File: src/rtl/note_sequencer_clk.sv
// Note sequencer clock: plays one square-wave tone (C4..C5, octave shifted) for a
// programmed number of beats, then pulses DONE. A free-running beat prescaler
// provides BEAT_TICK as a metronome and is restarted on every accepted note.
// Optional feature: define NOTE_GAP_EN to insert GAP_CYCLES of silence (BUSY held)
// after each note before DONE is reported.
module note_sequencer_clk #(
    parameter int unsigned BEAT_DIV    = 54_400_000,
    parameter int unsigned SCALE_SHIFT = 0,
    parameter int unsigned DUR_W       = 4,
    parameter int unsigned GAP_CYCLES  = 1_000_000
) (
    input  logic             CLK,
    input  logic             RESET,
    input  logic             START,
    input  logic [2:0]       NOTE,
    input  logic [1:0]       OCTAVE,
    input  logic [DUR_W-1:0] DUR,
    output logic             TONE,
    output logic             BUSY,
    output logic             DONE,
    output logic             BEAT_TICK
);

    localparam int unsigned PRE_W = $clog2(BEAT_DIV);
    localparam logic [PRE_W-1:0] PRE_LAST = PRE_W'(BEAT_DIV - 1);

    // Elaboration-time parameter sanity checks.
    if (BEAT_DIV < 2) begin : g_bad_beat_div
        $error("BEAT_DIV must be at least 2");
    end
    if (GAP_CYCLES < 1) begin : g_bad_gap_cycles
        $error("GAP_CYCLES must be at least 1");
    end

    typedef enum logic [1:0] {
        StIdle,
        StPlay,
        StGap
    } state_e;

    state_e             state_q, state_d;
    logic [17:0]        tone_cnt_q, tone_cnt_d;
    logic [17:0]        tone_tc_q, tone_tc_d;
    logic [PRE_W-1:0]   pre_q, pre_d;
    logic [DUR_W-1:0]   rem_q, rem_d;
    logic               tone_q, tone_d;
    logic               busy_q, busy_d;
    logic               done_q, done_d;
    logic               tick_q, tick_d;

`ifdef NOTE_GAP_EN
    localparam int unsigned GAP_W = $clog2(GAP_CYCLES + 1);
    localparam logic [GAP_W-1:0] GAP_LAST = GAP_W'(GAP_CYCLES - 1);

    logic [GAP_W-1:0]   gap_cnt_q, gap_cnt_d;
`endif

    logic [17:0]        base_hp;
    logic [17:0]        shifted_hp;
    logic [17:0]        accept_tc;
    logic               beat_wrap;

    // Half-period lookup for the requested note, scaled by octave and SCALE_SHIFT.
    always_comb begin
        case (NOTE)
            3'd0:    base_hp = 18'd191110;
            3'd1:    base_hp = 18'd170266;
            3'd2:    base_hp = 18'd151685;
            3'd3:    base_hp = 18'd143172;
            3'd4:    base_hp = 18'd127551;
            3'd5:    base_hp = 18'd113636;
            3'd6:    base_hp = 18'd101239;
            default: base_hp = 18'd95557;
        endcase
        shifted_hp = base_hp >> (32'(OCTAVE) + SCALE_SHIFT);
        // A half period of 0 is clamped to 1, i.e. terminal count 0.
        accept_tc  = (shifted_hp == '0) ? '0 : shifted_hp - 18'd1;
    end

    assign beat_wrap = (pre_q == PRE_LAST);

    // Next-state logic for the sequencer, tone generator and beat prescaler.
    always_comb begin
        state_d    = state_q;
        tone_cnt_d = tone_cnt_q;
        tone_tc_d  = tone_tc_q;
        rem_d      = rem_q;
        tone_d     = tone_q;
        busy_d     = busy_q;
        done_d     = 1'b0;
        // Prescaler free-runs in every state; an accept overrides it below.
        pre_d      = beat_wrap ? '0 : pre_q + PRE_W'(1);
        tick_d     = beat_wrap;
`ifdef NOTE_GAP_EN
        gap_cnt_d  = gap_cnt_q;
`endif

        case (state_q)
            StIdle: begin
                tone_d = 1'b0;
                busy_d = 1'b0;
                if (START) begin
                    // Latch the whole note so later input changes cannot glitch TONE.
                    tone_tc_d  = accept_tc;
                    tone_cnt_d = '0;
                    rem_d      = (DUR == '0) ? DUR_W'(1) : DUR;
                    pre_d      = '0;
                    tick_d     = 1'b0;
                    busy_d     = 1'b1;
                    state_d    = StPlay;
                end
            end

            StPlay: begin
                if (tone_cnt_q == tone_tc_q) begin
                    tone_cnt_d = '0;
                    tone_d     = ~tone_q;
                end else begin
                    tone_cnt_d = tone_cnt_q + 18'd1;
                end
                if (beat_wrap) begin
                    if (rem_q == DUR_W'(1)) begin
                        tone_d = 1'b0;
`ifdef NOTE_GAP_EN
                        gap_cnt_d = '0;
                        state_d   = StGap;
`else
                        busy_d  = 1'b0;
                        done_d  = 1'b1;
                        state_d = StIdle;
`endif
                    end else begin
                        rem_d = rem_q - DUR_W'(1);
                    end
                end
            end

`ifdef NOTE_GAP_EN
            StGap: begin
                tone_d = 1'b0;
                if (gap_cnt_q == GAP_LAST) begin
                    busy_d  = 1'b0;
                    done_d  = 1'b1;
                    state_d = StIdle;
                end else begin
                    gap_cnt_d = gap_cnt_q + GAP_W'(1);
                end
            end
`endif

            default: begin
                tone_d  = 1'b0;
                busy_d  = 1'b0;
                state_d = StIdle;
            end
        endcase
    end

    // State and registered outputs; asynchronous reset silences TONE at once.
    always_ff @(posedge CLK or posedge RESET) begin
        if (RESET) begin
            state_q    <= StIdle;
            tone_cnt_q <= '0;
            tone_tc_q  <= '0;
            pre_q      <= '0;
            rem_q      <= '0;
            tone_q     <= 1'b0;
            busy_q     <= 1'b0;
            done_q     <= 1'b0;
            tick_q     <= 1'b0;
`ifdef NOTE_GAP_EN
            gap_cnt_q  <= '0;
`endif
        end else begin
            state_q    <= state_d;
            tone_cnt_q <= tone_cnt_d;
            tone_tc_q  <= tone_tc_d;
            pre_q      <= pre_d;
            rem_q      <= rem_d;
            tone_q     <= tone_d;
            busy_q     <= busy_d;
            done_q     <= done_d;
            tick_q     <= tick_d;
`ifdef NOTE_GAP_EN
            gap_cnt_q  <= gap_cnt_d;
`endif
        end
    end

    assign TONE      = tone_q;
    assign BUSY      = busy_q;
    assign DONE      = done_q;
    assign BEAT_TICK = tick_q;

endmodule
File: config.mk
export PLATFORM = sky130hd
export DESIGN_NAME = note_sequencer_clk
export DESIGN_NICKNAME = d
export VERILOG_FILES = /design/src/rtl/note_sequencer_clk.sv
export SDC_FILE = /design/constraint.sdc
export NUM_CORES = 1
export LEC_CHECK = 0
export BUFFER_PORTS_ARGS = -buffer_cell sky130_fd_sc_hd__buf_2
export CAP_MARGIN = 20
export CORE_AREA = 2 2 125 127
export CTS_CLUSTER_SIZE = 8
export DETAILED_ROUTE_END_ITERATION = 8
export DIE_AREA = 0 0 127 129
export GPL_TIMING_DRIVEN = 0
export PLACE_DENSITY_LB_ADDON = 0.15
export SLEW_MARGIN = 30
export SYNTH_ARGS = -nofsm -noshare
export SYNTH_HDL_FRONTEND = slang
export SYNTH_SLANG_ARGS = --single-unit
File: constraint.sdc
create_clock -name CLK -period 3.55 [get_ports CLK]
set_input_delay 0.71 -clock CLK [delete_from_list [all_inputs] [get_ports CLK]]
set_output_delay 0.71 -clock CLK [all_outputs]
set_load 0.005 [all_outputs]
== After elaboration in Yosys (flattened, before gate mapping) ==
Cells that the tools add are included.

* Logic and storage cells: 69
* Bits in writable memories: 0
* Input bits: 12
* Output and inout port bits: 4
* ROM bits: 0
* Bits in latches: 0
* Memories kept: 0
* Flip-flop bits (word level): 72

* Reductions and logical operators: 10
* Mux-type cells: 30
* Equality and inequality tests: 14
* Divide/modulo/power cells: 0
* Bitwise operators: 1
* Shifts and indexed selects: 1
* $mul: 0
* $add $sub $neg: 4
* Order comparisons: 0

{| class="wikitable"
|+ Operators with widths
! kind !! count
|-
| $pmux 18 s7 || 1
|-
| $mux 26 || 3
|-
| $mux 18 || 3
|-
| $pmux 18 s2 || 1
|-
| $add 26x1->26 const B || 1
|-
| $eq 26x26->1 const B || 1
|-
| $add 18x1->18 const B || 1
|-
| $eq 18x18->1 || 1
|-
| $logic_not 18->1 || 1
|-
| $shr 18x2->18 || 1
|-
| $sub 18x1->18 const B || 1
|-
| $mux 4 || 4
|-
| $mux 1 || 12
|-
| $eq 3x3->1 const B || 3
|-
| $ne 2x2->1 const B || 4
|-
| $pmux 4 s2 || 1
|-
| $eq 3x2->1 const B || 2
|-
| $mux 2 || 3
|-
| $reduce_and 2->1 || 3
|-
| $eq 4x1->1 const B || 1
|-
| $logic_not 4->1 || 1
|-
| $pmux 2 s2 || 1
|-
| $reduce_and 4->1 || 1
|-
| $sub 4x1->4 const B || 1
|-
| 8 further kinds || 8
|}

== Longest topological paths before layout ==
* Word-level depth: 5
* Mapped depth: 12

== Least setup slack after synthesis ==
OpenSTA, ideal clock, no wires.

* Path type: in2reg
* Start: input port NOTE[2]
* End: register tone_tc_q[4]
* Library setup time: 0.118 ns
* Data required time: 3.432 ns
* Arrival: 2.822 ns
* Cell stages on the path: 12
* Path slack: 0.610 ns
* Path through: clkbuf_1 -> clkbuf_1 -> or2_2 -> a21o_1 -> a21oi_1 -> o221ai_1 -> ha_1 -> nor2b_1 -> a32oi_1 -> nor2_1 -> o311a_1 -> a21o_1

* Cells in the longest elaborated chain, start to end: 5
* Elaborated cells on any way between the ends: 12

{| class="wikitable"
|+ Ends and longest elaborated chain
! item !! line !! source
|-
| from (decl) || 15 || <nowiki>input logic [2:0] NOTE,</nowiki>
|-
| $eq 3x3->1 (tied with other cells) || 65 || <nowiki>case (NOTE)</nowiki>
|-
| $pmux 18 s7 * || 65 ||
|-
| $shr 18x2->18 * || 75 || <nowiki>shifted_hp = base_hp >> (32'(OCTAVE) + SCALE_SHIFT);</nowiki>
|-
| $sub 18x1->18 or $logic_not 18->1 (tied branches) || 77 || <nowiki>accept_tc = (shifted_hp == '0) ? '0 : shifted_hp - 18'd1;</nowiki>
|-
| $mux 18 * || 77 ||
|-
| to (signal assigned) || 177 || <nowiki>tone_tc_q <= tone_tc_d;</nowiki>
|-
| to (decl) || 43 || <nowiki>logic [17:0] tone_tc_q, tone_tc_d;</nowiki>
|}

Every way passes the cells marked *; elsewhere a longest branch is shown, timed or not.
A chain may end at the register's enable or synchronous reset.

== Worst setup path after layout ==
Same ends and word-level chain as after synthesis.

==> impl_metrics.json <==
{
  "yosysMostFrequentCell": "dfrtp_1",
  "clock.fmax_ghz": 0.2996,
  "die_w_um": 127,
  "hold_viol": 0,
  "synthArstFlopShare_pct": 100.0,
  "max-cap-violations": 0,
  "slew_headroom_pct": 41.29,
  "finalMaxSlewViolations": 0,
  "io_buffers": 14,
  "worstSkewPairLatency_ns": 0.33,
  "grt_pass1_wl_um": 21130,
  "critPathKind": "primary input to flip-flop",
  "ys_ff_latch": 71,
  "required_ns": 3.77,
  "first_iter_violations": 382,
  "critPathMaxStageDelay_ns": 0.45,
  "vias": 3943,
  "cts_max_level": 3,
  "worstPathMaxFanout": 10,
  "yosysWarnings": 0,
  "synthesis.area_um2": 4425,
  "status": "completed",
  "worstSetupEndpointType": "flip-flop",
  "rsz0062_at_grt": "no",
  "vias_per_cell": 5.300,
  "core_um2": 14980,
  "r2r_slack_ns": 1.13,
  "synth_nets": 542,
  "p_leak_nw": 2.107,
  "track_usage_pct": 16.05,
  "clk_pin_slew_ns": 0.06,
  "synth_cells": 525,
  "place.gp.congestion": 0.9181,
  "routedWlPerCell_um": 16.65,
  "ir_drop_mv": 0.2304,
  "synth_ff_type": "dfrtp_1",
  "area_growth_pct": 15.69,
  "finalCriticalPeriod_ns": 3.338,
  "drive_gt1_share_pct": 8.633,
  "ant_nets": 0,
  "hold_slack_ns": 0.3585,
  "power.density_nw_per_um2": 528.7,
  "antenna_found_initial": 0,
  "synth_edf_count": 0,
  "yosysTopAreaCellShare_pct": 40.15,
  "reg2reg_from": "tone_cnt_q[7]",
  "rr_worst_depth": 7,
  "syn_area_per_cell_um2": 8.430,
  "cp-start-kind": "primary input",
  "cp.depth": 12,
  "chipHeight_um": 129,
  "worstReg2RegEnd": "tone_cnt_q[11]",
  "clock_sinks": 71,
  "dp_hpwl_um": 8790,
  "yosys.area.top_type": "dfrtp_1",
  "yosys-top-cells-area": "dfrtp_1 (40%), xnor2_1 (5.7%), nor2_1 (5.1%), xor2_1 (4.9%), nand2_1 (4.7%)",
  "cts_tree": "built",
  "ys_types": 54,
  "crit_family": "buffers and inverters",
  "cp_slowest_cell": "clkbuf_1",
  "initial_core_util_pct": 29.55,
  "hp-class": "primary input to asynchronous set/reset pin",
  "utilization_pct": 34.19,
  "tightest_slew_ns": 0.8726,
  "cts_buffers": 9,
  "place_area_um2": 4761,
  "timing.final.crit_share_pct": 94.02,
  "wirelength_um": 12390,
  "root_buffer": "clkbuf_16",
  "path_cells": "buf_2, clkbuf_1, clkbuf_1, clkbuf_2, nand2_1, a41oi_1, ha_1, inv_1, a32oi_1, nor2_1, o311a_1, a21o_1",
  "clock_path_buffers": 2,
  "final_area_um2": 5120,
  "fp-row-count": 45,
  "clock_skew_ns": 0.009466,
  "cp_num_buf_inv": 5,
  "drt-pass1-iter-count": 5,
  "dieArea_um2": 16380,
  "io_pins": 16,
  "synth_commonest_cells": "dfrtp_1 (71), nor2_1 (60), nand2_1 (55)",
  "grt_pass1_vias": 3923,
  "grt-ovfl-total": 0,
  "crit_arrival_ns": 3.55,
  "yosysSeqAreaShare_pct": 40.15,
  "antenna_cells": 0,
  "finalSetupViolations": 0,
  "crit_top_cell": "clkbuf_1",
  "grt_max_degree": 47,
  "fin_nets": 568,
  "drc": 0,
  "ctsHoldBuffers": 0
}
[worst reg2reg max path, stage by stage (launching register included)]
cell      delay, ns
dfrtp_1        0.37
clkbuf_1       0.21
xor2_1         0.23
nor4_1         0.27
nand3_1        0.15
clkbuf_1       0.26
nor2_1         0.58
a221oi_1       0.20
[what timing repair did]
| item | CTS | global route |
|---|---|---|
| gates resized for setup | 0 | 2 |
| setup endpoints to repair | 0 | 1 |
| setup buffers | 0 | 0 |
[metal layers]
metal / share of wire (%) / global-route usage, %
met1: 52 / 23.94
met2: 43 / 24.04
met3: 3.3 / 2.204
met4: 1.4 / 5.107
met5: 0 / 0
[sequential cells by signal, indices dropped and copies added (netlist names)]
name and cells:
BEAT_TICK 1, BUSY 1, DONE 1, TONE 1, pre_q 26, rem_q 4, state_q 1, tone_cnt_q 18
tone_tc_q 18
[worst max-delay path by stage]
stage	from	end	slack [ns]
final	NOTE[2]	tone_tc_q[4]	0.21
after global routing	NOTE[2]	tone_tc_q[4]	0.005
after CTS	NOTE[2]	tone_tc_q[4]	0.11
after detailed placement	NOTE[2]	tone_tc_q[4]	-0.23
after global placement	NOTE[2]	tone_tc_q[4]	-0.23
after floorplan	NOTE[2]	tone_tc_q[4]	0.61
[layout by cell type, fill, tap and decap left out, types with 3 or more instances in the layout]
| cell | n |
|---|---|
| a31oi_1 | 5 |
| a21o_1 | 4 |
| clkbuf_1 | 29 |
| inv_1 | 13 |
| dfrtp_1 | 71 |
| bufinv_16 | 3 |
| a211oi_1 | 10 |
| mux2_2 | 3 |
| ha_1 | 5 |
| and2_1 | 3 |
| o221ai_1 | 6 |
| clkbuf_2 | 3 |
| a22oi_1 | 3 |
| nand2_1 | 55 |
| o211ai_1 | 8 |
| a221oi_1 | 5 |
| or2_2 | 5 |
| buf_1 | 4 |
| nand3_1 | 28 |
| xnor2_1 | 29 |
| o31ai_1 | 4 |
| clkbuf_16 | 9 |
| nand4_1 | 8 |
| o22ai_1 | 5 |
| nor3_1 | 11 |
| nor2_1 | 60 |
| and3_1 | 7 |
| buf_2 | 16 |
| nor2b_1 | 13 |
| nor4_1 | 18 |
| a21oi_1 | 13 |
| xor2_1 | 25 |
| o21ai_0 | 27 |
| nand2b_1 | 9 |
| and4_1 | 3 |
[through the flow]
stage | std cells | total power, mW | setup TNS [ns] | worst slack [ns]
final | 744 | 2.707 | 0 | 0.2122
after global routing | 744 | 2.883 | 0 | 0.005153
after CTS | 744 | 2.732 | 0 | 0.1105
after detailed placement | 728 | 1.644 | -0.2273 | -0.2273
after global placement | 727 | 1.626 | -0.4576 | -0.2305
after floorplan | 525 | 1.482 | 0 | 0.6101
[kinds of logic after synthesis]
family,share of synthesized area (%)
flip-flops,40.15
AO/OA/AOI/OAI,16.85
XOR/XNOR,10.69
AND/OR/NAND/NOR,25.25
buffers and inverters,4.665
multiplexers,0.9895
adder cells (fa/ha/maj),1.414
[layout make-up]
type | count | area (um^2)
buffer | 39 | 156.4
clock buffer | 11 | 252.7
clock inverter | 5 | 103.9
fill | 1548 | 9857
inverter | 14 | 55.05
multi-input combinational | 401 | 2442
sequential | 71 | 1777
tap | 188 | 235.2
timing repair buffer | 15 | 97.59
[power by group]
| part | internal, mW | leakage [nW] | switching, mW | total [mW] |
|---|---|---|---|---|
| logic | 0.239 | 1.03 | 0.307 | 0.546 |
| registers | 0.941 | 0.903 | 0.145 | 1.09 |
| clock network | 0.725 | 0.176 | 0.350 | 1.07 |
| total | 1.90 | 2.11 | 0.802 | 2.71 |
Note: power is estimated with default switching activity, not from simulation.
